--- src/rtl/booth_pkg.sv ---
// Shared types and constants for the sequential radix-4 Booth multiplier.
package booth_pkg;

    typedef logic [1:0] booth_state_t;

    localparam booth_state_t IDLE = 2'd0;
    localparam booth_state_t CALC = 2'd1;
    localparam booth_state_t DONE = 2'd2;

    // Booth group {b[2i+1], b[2i], b[2i-1]} encodings
    localparam logic [2:0] GRP_ZERO_LO = 3'b000;
    localparam logic [2:0] GRP_PA_LO   = 3'b001;
    localparam logic [2:0] GRP_PA_HI   = 3'b010;
    localparam logic [2:0] GRP_P2A     = 3'b011;
    localparam logic [2:0] GRP_M2A     = 3'b100;
    localparam logic [2:0] GRP_MA_LO   = 3'b101;
    localparam logic [2:0] GRP_MA_HI   = 3'b110;
    localparam logic [2:0] GRP_ZERO_HI = 3'b111;

    // Unsigned needs one extra group to absorb the zero-extended top bits.
    function automatic int booth_iters(input int width, input logic is_signed);
        return is_signed ? (width / 2) : (width / 2 + 1);
    endfunction

endpackage

--- src/rtl/booth_pp_gen.sv ---
// Radix-4 Booth partial-product selector; negative terms leave as one's
// complement plus a separate carry bit for the accumulator adder.
module booth_pp_gen
    import booth_pkg::*;
#(
    parameter int WIDTH = 8
) (
    input  logic [WIDTH:0]   a_ext_i,
    input  logic [2:0]       group_i,
    output logic [WIDTH+1:0] pp_o,
    output logic             neg_o
);
    logic [WIDTH+1:0] aWide;
    logic [WIDTH+1:0] aTwice;

    assign aWide  = {a_ext_i[WIDTH], a_ext_i};
    assign aTwice = {a_ext_i, 1'b0};

    always_comb begin
        pp_o  = '0;
        neg_o = 1'b0;
        case (group_i)
            GRP_PA_LO, GRP_PA_HI: pp_o = aWide;
            GRP_P2A:              pp_o = aTwice;
            GRP_M2A: begin
                pp_o  = ~aTwice;
                neg_o = 1'b1;
            end
            GRP_MA_LO, GRP_MA_HI: begin
                pp_o  = ~aWide;
                neg_o = 1'b1;
            end
            default:              pp_o = '0;
        endcase
    end

endmodule

--- src/rtl/booth_seq_mult.sv ---
// Sequential radix-4 Booth multiplier: one partial product per clock into a
// 2*WIDTH accumulator, signed or unsigned operands selected per transaction.
module booth_seq_mult
    import booth_pkg::*;
#(
    parameter int WIDTH = 8
) (
    input  logic               clk_i,
    input  logic               rst_i,
    input  logic               in_valid_i,
    output logic               in_ready_o,
    input  logic [WIDTH-1:0]   a_i,
    input  logic [WIDTH-1:0]   b_i,
    input  logic               is_signed_i,
    output logic               out_valid_o,
    input  logic               out_ready_i,
    output logic [2*WIDTH-1:0] p_o
);
    localparam int IDXW = $clog2(WIDTH / 2 + 2);
    localparam int PW   = 2 * WIDTH;

    booth_state_t     state_q, state_d;
    logic [WIDTH:0]   a_q, a_d;
    logic [WIDTH+2:0] b_q, b_d;
    logic             signed_q, signed_d;
    logic [IDXW-1:0]  idx_q, idx_d;
    logic [PW-1:0]    acc_q, acc_d;

    logic [WIDTH+1:0] pp;
    logic             ppNeg;
    logic [PW-1:0]    ppExt, ppShift, lowFill, addend;
    logic [IDXW:0]    shamt;
    logic [IDXW-1:0]  lastIdx;
    logic             extA, extB;

    // b_q holds {b extended, b[-1]=0} and shifts right two bits per group,
    // so the current group is always its three lowest bits.
    booth_pp_gen #(.WIDTH(WIDTH)) u_pp_gen (
        .a_ext_i (a_q),
        .group_i (b_q[2:0]),
        .pp_o    (pp),
        .neg_o   (ppNeg)
    );

    assign extA    = is_signed_i & a_i[WIDTH-1];
    assign extB    = is_signed_i & b_i[WIDTH-1];
    assign shamt   = {idx_q, 1'b0};
    assign ppExt   = {{(PW - WIDTH - 2){pp[WIDTH+1]}}, pp};
    assign ppShift = ppExt << shamt;
    assign lowFill = ~({PW{1'b1}} << shamt);
    // Filling the shifted-in zeros with ones keeps the whole term a one's
    // complement, so the +1 carry belongs at accumulator bit 0.
    assign addend  = ppNeg ? (ppShift | lowFill) : ppShift;
    assign lastIdx = IDXW'(booth_iters(WIDTH, signed_q) - 1);

    always_comb begin
        state_d  = state_q;
        a_d      = a_q;
        b_d      = b_q;
        signed_d = signed_q;
        idx_d    = idx_q;
        acc_d    = acc_q;
        case (state_q)
            IDLE: begin
                if (in_valid_i) begin
                    a_d      = {extA, a_i};
                    b_d      = {extB, extB, b_i, 1'b0};
                    signed_d = is_signed_i;
                    idx_d    = '0;
                    acc_d    = '0;
                    state_d  = CALC;
                end
            end
            CALC: begin
                acc_d = acc_q + addend + PW'(ppNeg);
                b_d   = {{2{b_q[WIDTH+2]}}, b_q[WIDTH+2:2]};
                idx_d = idx_q + IDXW'(1);
                if (idx_q == lastIdx) begin
                    state_d = DONE;
                end
            end
            DONE: begin
                if (out_ready_i) begin
                    state_d = IDLE;
                end
            end
            default: state_d = IDLE;
        endcase
    end

    always_ff @(posedge clk_i) begin
        if (rst_i) begin
            state_q  <= IDLE;
            a_q      <= '0;
            b_q      <= '0;
            signed_q <= 1'b0;
            idx_q    <= '0;
            acc_q    <= '0;
        end else begin
            state_q  <= state_d;
            a_q      <= a_d;
            b_q      <= b_d;
            signed_q <= signed_d;
            idx_q    <= idx_d;
            acc_q    <= acc_d;
        end
    end

    assign in_ready_o  = (state_q == IDLE);
    assign out_valid_o = (state_q == DONE);
    assign p_o         = acc_q;

endmodule

--- config.mk ---
export PLATFORM = sky130hd
export DESIGN_NAME = booth_seq_mult
export DESIGN_NICKNAME = d
export VERILOG_FILES = /design/src/rtl/booth_pkg.sv /design/src/rtl/booth_pp_gen.sv /design/src/rtl/booth_seq_mult.sv
export SDC_FILE = /design/constraint.sdc
export NUM_CORES = 1
export LEC_CHECK = 0
export CAP_MARGIN = 25
export CORE_MARGIN = 5
export CORE_UTILIZATION = 45
export DETAILED_ROUTE_END_ITERATION = 12
export PLACE_DENSITY_LB_ADDON = 0.2
export SYNTH_ARGS = -nofsm -noshare
export SYNTH_HDL_FRONTEND = slang
export SYNTH_HIERARCHICAL = 1
export SYNTH_SLANG_ARGS = --single-unit
--- constraint.sdc ---
create_clock -name clk_i -period 3.25 [get_ports clk_i]
set_input_delay 0.4875 -clock clk_i [delete_from_list [all_inputs] [get_ports clk_i]]
set_output_delay 0.4875 -clock clk_i [all_outputs]
set_load 0.05 [all_outputs]
**Yosys cells after proc, flatten, opt, wreduce, memory -nomap -nowiden**

Index checks and enable logic that the tools add are counted.

- Bits in registers: 42
- Bits in latches: 0
- RAM bits: 0
- Bits in read-only memories: 0
- Input bits: 21
- Output and inout port bits: 18
- Logic and storage cells: 55
- Memories kept: 0

- Add/sub/neg operators: 4
- Multipliers: 0
- Divide/modulo/power cells: 0
- Magnitude comparators: 0
- Equality and inequality tests: 12
- Shifts and indexed selects: 2
- Mux-type cells: 14
- Bitwise gates (word level): 7
- Reductions and logical operators: 9

Operators by type and width:

| cell | count |
|---|---|
| $pmux 10 s4 | 1 |
| $mux 16 | 2 |
| $pmux 16 s2 | 1 |
| $pmux 11 s2 | 1 |
| $not 10->10 | 2 |
| $add 16x1->16 | 1 |
| $add 16x16->16 | 1 |
| $not 16->16 | 1 |
| $or 16x16->16 | 1 |
| $shl 16x4->16 | 1 |
| $shl 16x4->16 const A | 1 |
| $mux 11 | 1 |
| $eq 3x3->1 const B | 3 |
| $eq 3x2->1 const B | 2 |
| $mux 2 | 3 |
| $pmux 2 s3 | 1 |
| $pmux 3 s2 | 1 |
| $reduce_and 3->1 | 2 |
| $ne 2x2->1 const B | 2 |
| $reduce_and 2->1 | 2 |
| $reduce_or 2->1 | 2 |
| $add 3x1->3 const B | 1 |
| $eq 3x1->1 const B | 1 |
| $eq 3x3->1 | 1 |
| 11 further kinds | 13 |

**Depth between registers and ports, before layout**

- Depth in word-level cells: 9
- Depth in mapped cells: 16
- Depth with buffers taken out: 13

**Modules after synthesis**

Netlist, hierarchy kept.

By module, submodules not included:

| module | times used | cells each | area an instance (sq um) | seq. area each (sq um) |
|---|---|---|---|---|
| booth_seq_mult | 1 | 359 | 2,791.4 | 840.8 |
| booth_pp_gen | 1 | 42 | 335.3 | 0.0 |

**Worst setup path before layout**

OpenSTA, ideal clock, no wires.

- Path type: register to register
- Start point: reg b_q[2]
- End point: reg acc_q[13] (netlist: p_o[13])
- Library setup time: 0.117 ns
- Arrival time: 2.929 ns
- Data required time: 3.133 ns
- Slack: 0.204 ns
- Stages on the path, launching flop included: 14
- Buffers on the path: 1
- Clock period less this slack: 3.046 ns
- Path through: dfxtp_1 buf_2 a21o_1 a221oi_1 mux2_2 a21oi_1 o21bai_1 ha_1 a21o_1 a21o_1 o31ai_2 a31oi_1 xor2_1 a22o_1

- Word-level cells in the longest chain between the ends: 9
- Elaborated cells on any way between the ends: 17
- Classes of those cells: 2 x add/sub; 6 x eq/ne; 1 x shift; 4 x mux; 1 x bitwise; 3 x reduce/logical

Ends and longest elaborated chain:

| what | line | text |
|---|---|---|
| from (decl) | booth_seq_mult.sv:24 | `logic [WIDTH+2:0] b_q, b_d;` |
| from (signal assigned) | booth_seq_mult.sv:95 | `b_q <= '0;` |
| from (signal assigned) | booth_seq_mult.sv:102 | `b_q <= b_d;` |
| $eq 3x3->1, or another cell as far along | booth_pp_gen.sv:22 | `case (group_i)` |
| $reduce_or 2->1 | booth_pp_gen.sv:22 |  |
| $pmux 10 s4 * | booth_pp_gen.sv:22 |  |
| named net pp[0] | booth_seq_mult.sv:29 | `logic [WIDTH+1:0] pp;` |
| $shl 16x4->16 * | booth_seq_mult.sv:49 | `assign ppShift = ppExt << shamt;` |
| $or 16x16->16 | booth_seq_mult.sv:53 | `assign addend = ppNeg ? (ppShift \| lowFill) : ppShift;` |
| $mux 16 * | booth_seq_mult.sv:53 |  |
| $add 16x16->16 * | booth_seq_mult.sv:75 | `acc_d = acc_q + addend + PW'(ppNeg);` |
| $add 16x1->16 * | booth_seq_mult.sv:75 |  |
| $pmux 16 s2 * | booth_seq_mult.sv:63 | `case (state_q)` |
| to (signal assigned) | booth_seq_mult.sv:98 | `acc_q <= '0;` |
| to (signal assigned) | booth_seq_mult.sv:105 | `acc_q <= acc_d;` |
| to (decl) | booth_seq_mult.sv:27 | `logic [PW-1:0] acc_q, acc_d;` |

The timed path passes the listed nets; every way through them passes the cells marked *.
A chain may end at the register's enable or synchronous reset.

**Final worst setup path**

- Start point: reg b_q[0]
- End point: reg acc_q[10] (netlist: p_o[10])

Same word-level chain as after synthesis.

==> results.py <==
metrics = {
    "critical_path": {
        "reg2reg_from": "b_q[0]",
        "critical_path_peak_fanout": 7,
        "path_class": "reg -> reg",
        "startpoint_class": "flip-flop",
        "ff2ff_path_depth": 14,
        "slowest_delay_ns": 0.40,
        "setup.worst_path.end_class": "flip-flop",
        "critical-path-top-delay-family": "compound AO/OA/AOI/OAI gates",
        "worstReg2RegEnd": "p_o[10]",
        "worst_ep_arrival_time_ns": 3.40,
        "rrSetupSlack_ns": 0.06,
        "cp.buffers_inverters": 3,
        "worstPathCellList": "buf_4 > a21o_1 > a221oi_2 > buf_4 > a22oi_1 > fa_1 > inv_1 > fa_1 > a21o_1 > a31oi_2 > o21ai_1 > a31oi_1 > xnor2_1 > a22o_1",
        "timing.critical_path.slowest_stage_cell": "sky130_fd_sc_hd__fa_1",
        "critPathRequiredTime_ns": 3.46,
    },
    "power": {
        "share_comb_of_total_power_pct": 41.2,
        "total_leakage_power_nw": 1.64,
        "cellInternalPower_w": 0.00121,
        "swShare_pct": 35.8,
        "cellPowerDensity_mw_per_mm2": 458,
        "power_frac_seq_pct": 31.8,
        "power.ir.vdd_worst_mv": 0.292,
        "p_switching_w": 0.000676,
        "power.share.clock_pct": 27.0,
    },
    "place": {
        "placedCellCount": 535,
        "gp_routability_congestion": 0.913,
        "dpl.hpwl_mm": 5.99,
        "port_buffers": 38,
    },
    "floorplan": {
        "boundaryPins": 39,
        "die_width_um": 93.4,
        "die-height_um": 93.4,
        "placementRows": 30,
        "floorplan.initialDensity_pct": 46.0,
        "area_of_the_core_region_mm2": 0.00679,
        "die_area_mm2": 0.00872,
    },
    "clock_tree": {
        "numClockSinks": 42,
        "cts_inserted_buffers": 5,
        "cts.htree.levels": 2,
        "tritoncts": "yes",
        "cts_hold_repair.buffers": 0,
        "clk_transition_reported_paths_ns": 0.09,
        "clockRootBuffer": "sky130_fd_sc_hd__clkbuf_8",
        "largest_buffer_count_on_any_clock_path": 2,
        "clock_insertion_delay_worst_skew_ns": 0.31,
    },
    "timing": {
        "final_max_slew_viol_count": 0,
        "grt_setup_unrepaired": "true",
        "clock-skew-final_ns": 0.00558,
        "finalSetupViolCount": 0,
        "max_slew.worst_pin.slew_ns": 0.805,
        "timing.final.hold_violations": 0,
        "worst_slew_margin_rel_pct": 46.4,
        "final.min_clock_period_ns": 3.19,
        "fmax_ghz": 0.313,
        "holdWs_ns": 0.472,
        "share_of_the_clock_period_used_by_the_worst_path_pct": 98.3,
    },
    "synth": {
        "ys_ff_latch": 42,
        "nets_in_the_synthesized_netlist": 442,
        "syn_avg_cell_area_um2": 7.80,
        "yosysTopAreaCellShare_pct": 26.9,
        "synthTopCellsByArea": "sky130_fd_sc_hd__dfxtp_1, sky130_fd_sc_hd__a21oi_1, sky130_fd_sc_hd__ha_1",
        "ys_seq_area_share_pct": 26.9,
        "ys_types": 49,
        "synthDominantAreaCellType": "sky130_fd_sc_hd__dfxtp_1",
        "netlist_instances": 401,
        "synth.yosys.warnings": 6,
        "netlist_area_mm2": 0.00313,
    },
    "routing": {
        "post_drt_wl_per_cell_um": 15.0,
        "postRouteAntennaNets": 0,
        "num_vias": 3111,
        "remaining_drc_errors": 0,
        "drt-initial-drc-count": 182,
        "route.detailed.vias_per_inst": 5.64,
        "drt_wl_total_mm": 8.31,
        "first_pass_iteration_count_of_the_detailed_router": 5,
    },
    "min_path": {
        "hold_start": "b_q[8]",
        "holdCritPathClass": "reg -> reg",
        "number_of_instances_on_the_worst_hold_path": 2,
        "hold_end": "b_q[8]",
    },
    "global_routing": {
        "antenna_found_initial": 0,
        "grt_usage_pct": 19.6,
        "first_pass_grt_wire_length_mm": 13.8,
        "first_global_vias": 2838,
        "grt_start_max_net_pins": 31,
        "global_route.overflow_total": 0,
    },
    "cells_and_area": {
        "post_route_cells_drive_above_1_share_pct": 18.4,
        "final_common_cell": "sky130_fd_sc_hd__nand2_1",
        "finalNetCount": 496,
        "num_antenna_cells": 0,
        "layout.cells.most_common_list": "sky130_fd_sc_hd__nand2_1, sky130_fd_sc_hd__a21oi_1, sky130_fd_sc_hd__dfxtp_1, sky130_fd_sc_hd__clkdlybuf4s50_1, sky130_fd_sc_hd__buf_4",
        "syn_to_final_growth_pct": 31.6,
        "final_cell_count_no_fill": 552,
    },
    "status": {
        "run_status": "finished clean",
    },
    "job": {
        "drv.max_cap_violation_count": 0,
    },
}
[routing by layer]
layer	track usage, %	vias to the layer above	wire (um)
met5	0	-	0
met4	6.23	0	112
met3	2.82	10	438
met2	30.7	86	3840
met1	27.6	1438	3910
li1	-	1577	-
[flip-flops by register name, summed over array words and instances (netlist names)]
register	count
a_q	9
b_q	11
idx_q	3
p_o	16
signed_q	1
state_q	2
[worst max-delay path by stage]
stage / slack (ns) / cells past startpoint / from / endpoint
final: 0.06 / 14 / b_q[0] / p_o[10]
after global routing: -0.07 / 13 / b_q[1] / p_o[13]
after CTS: -0.05 / 14 / b_q[0] / p_o[11]
after detailed placement: -0.10 / 13 / b_q[1] / p_o[12]
after global placement: -0.01 / 13 / b_q[1] / p_o[12]
after floorplan: 0.20 / 13 / b_q[2] / p_o[13]
[through the flow]
stage | power (W) | TNS, ns | instance area (um^2) | setup WS [ns] | util [%]
floorplan | 0.00108 | 0 | 3130 | 0.204 | -
global placement | 0.00129 | -0.0116 | 3720 | -0.0116 | 54.7
detailed placement | 0.00130 | -0.443 | 3720 | -0.103 | 54.7
CTS | 0.00182 | -0.227 | 3860 | -0.0470 | 56.9
global route | 0.00200 | -0.301 | 4120 | -0.0734 | 60.6
finish | 0.00189 | 0 | 4120 | 0.0554 | 60.6
[layout make-up]
type / instances / area (um^2)
clock inverters: 3 / 68.8
multi-input cells: 317 / 2260
well taps: 96 / 120
repair buffers: 77 / 701
flip-flops and latches: 42 / 850
inverters: 12 / 45.0
clock buffers: 5 / 68.8
fillers: 624 / 2680
[synthesized netlist by cell type, drive strengths merged]
cell type  number
a22o            8
o21bai          1
a211oi          4
a21o           10
a211o           1
ha             18
and2            1
nor2b           3
a32oi           1
nor4            1
mux2            3
a311oi          9
nand2          53
xnor2          18
mux2i          12
clkbuf         23
nand2b          9
dfxtp          42
nand4b          8
inv            12
nor3            6
nand3          16
a21boi          2
a22oi           4
o21ai          11
a221oi          1
o41ai           1
fa              2
o221ai          7
or4b            1
and3            2
or3b            1
o211ai          5
buf             7
nor2           31
a41oi           2
o31ai           4
o22ai           1
xor2            5
a31o            1
nand4           1
mux4            1
a31oi           6
a21oi          46
[power groups by stage]
stage                     combinational (W)  sequential (W)  clock [W]
after global placement             0.000685        0.000608          0
after detailed placement           0.000692        0.000610          0
after floorplan                    0.000436        0.000645          0
after global routing               0.000849        0.000609   0.000545
final                              0.000777        0.000601   0.000508
after CTS                          0.000698        0.000598   0.000526
[worst reg2reg max path, cell delays in order (launching register included)]
cell and delay (ns):
sky130_fd_sc_hd__dfxtp_4 0.38, sky130_fd_sc_hd__buf_4 0.14, sky130_fd_sc_hd__a21o_1 0.16, sky130_fd_sc_hd__a221oi_2 0.38, sky130_fd_sc_hd__buf_4 0.19, sky130_fd_sc_hd__a22oi_1 0.08
sky130_fd_sc_hd__fa_1 0.40, sky130_fd_sc_hd__inv_1 0.08, sky130_fd_sc_hd__fa_1 0.22, sky130_fd_sc_hd__a21o_1 0.17, sky130_fd_sc_hd__a31oi_2 0.14, sky130_fd_sc_hd__o21ai_1 0.29
sky130_fd_sc_hd__a31oi_1 0.15, sky130_fd_sc_hd__xnor2_1 0.14, sky130_fd_sc_hd__a22o_1 0.19
[cell families (layout without fill, tap and decap cells)]
family	count (synthesis)	after routing	synth area share (%)
simple gates	133	133	20.0
compound gates	125	125	26.6
flops	42	42	26.9
buf+inv	42	97	5.72
xor+xnor	23	23	6.68
fa+ha+maj	20	20	8.48
mux	16	16	5.64
[what timing repair did]
| item | 4_1_cts | 5_1_grt |
|---|---|---|
| endpoints found under the setup margin | 8 | 10 |
| buffers inserted | 0 | 8 |
| pin swaps | 0 | 15 |
| resized for setup | 1 | 37 |
Power figures use the tool's default switching activity.
==> RTL edit (same settings) <==
Take the reset off `a_q` and `b_q` and load them in a clocked block of their own.
--- a/src/rtl/booth_seq_mult.sv
+++ b/src/rtl/booth_seq_mult.sv
@@ -92,6 +92,4 @@
         if (rst_i) begin
             state_q  <= IDLE;
-            a_q      <= '0;
-            b_q      <= '0;
             signed_q <= 1'b0;
             idx_q    <= '0;
@@ -99,10 +97,13 @@
         end else begin
             state_q  <= state_d;
-            a_q      <= a_d;
-            b_q      <= b_d;
             signed_q <= signed_d;
             idx_q    <= idx_d;
             acc_q    <= acc_d;
         end
+    end
+
+    always_ff @(posedge clk_i) begin
+        a_q <= a_d;
+        b_q <= b_d;
     end
 
Formal check against the unedited RTL: no difference found for any inputs over 4 cycles, from zero or initial values and one cycle with rst_i high; that may be too few to reach the edited logic, so the function may still have changed.
==> RTL edit against the unedited design <==
The flow now finishes with violations (setup timing); critical path type unchanged; first-iteration DRC count increased by 25%; non-clock buffer count increased by 18; routed wire length decreased by 2.3%; critical path depth decreased by 2; synthesized area decreased by 1.0%; worst hold slack improved by 0.0095 ns; power increased by 21%; via count decreased by 7.9%; fmax decreased by 4.9%; core utilization increased by 1.2 points; setup slack got worse by 0.16 ns; combinational power increased by 61%; final area increased by 1.4%; sequential cell count unchanged.
==> RTL edit: results (changes against the unedited design) <==
synth-compound-area-share_pct: 23.4  # -3.2 points
drtIter0Drc: 228  # +25%
fillers: 570  # -8.7%
synth_xor_area_share_pct: 6.71  # +0.030 points
wl_met3_microns: 363  # -17%
clock_skew_ns: 0.00602  # +0.000444 ns
failed_checks: "setup timing"
instances_no_fill: 502  # -9.1%
use_met1_pct: 25.7  # -1.9 points
finalSetupViolCount: 6  # +6
synth_nets: 381  # -14%
met2_length_microns: 3930  # +2.2%
place_ws_ns: -0.350  # -0.247 ns
cp.arrival_ns: 3.57  # +0.17 ns
cpPeakStageDelay_ns: 0.49  # +0.09 ns
dp_hpwl_microns: 5730  # -4.4%
comb_cell_power_mw: 1.25  # +61%
final_nets: 462  # -6.9%
place_inst: 484  # -9.5%
power_leakage_nw: 1.80  # +9.8%
buf_share_pct: 20.0  # +3.0 points
final.setup.tns_ns: -0.337  # -0.337 ns
outcome: "complete, but fails checks"
drive_gt1_share_pct: 26.3  # +7.9 points
internal-power_mw: 1.37  # +13%
grt_pass1_vias: 2834  # -0.14%
grt_use_met2_pct: 31.9  # +1.2 points
post_dp_cell_area_sq_um: 3820  # +2.7%
setup_ws_ns: -0.108  # -0.163 ns
inv_count: 14  # +2
power_frac_seq_pct: 29.4  # -2.4 points
multi_input_area_sq_um: 2050  # -9.3%
hold_ws_ns: 0.482  # +0.00947 ns
synth_common_cells: "nand2_1 (37), a21oi_1 (30), nor2_1 (30)"
place_congestion: 0.921  # +0.82%
[RTL edit: cell types whose count changed after synthesis, sizes merged, moves of 4 or more]
cell	change
a31oi	-5
nand3	-12
a311oi	-8
a211oi	-4
dfxtp	-20
a22oi	+6
clkbuf	-9
edfxtp	+20
a21oi	-15
nor3	-5
nand2	-16
mux2i	-6
[RTL edit: worst paths after layout]
| path | from | end | cells past startpoint |
|---|---|---|---|
| worst max-delay path | b_q[1]$_DFFE_PP_ | p_o[13]$_SDFFE_PP0P_ | 12 |
| worst min-delay path | signed_q$_SDFFE_PP0P_ | signed_q$_SDFFE_PP0P_ | 2 |
| worst max register to register | b_q[1]$_DFFE_PP_ | p_o[13]$_SDFFE_PP0P_ | 12 |
| worst min register to register | signed_q$_SDFFE_PP0P_ | signed_q$_SDFFE_PP0P_ | 2 |
[RTL edit: what timing repair did]
| action | in CTS | in global routing |
|---|---|---|
| gates resized for setup | 27 | 13 |
| pin swaps | 12 | 15 |
| endpoints found under the setup margin | 8 | 8 |
| buffers inserted | 8 | 3 |
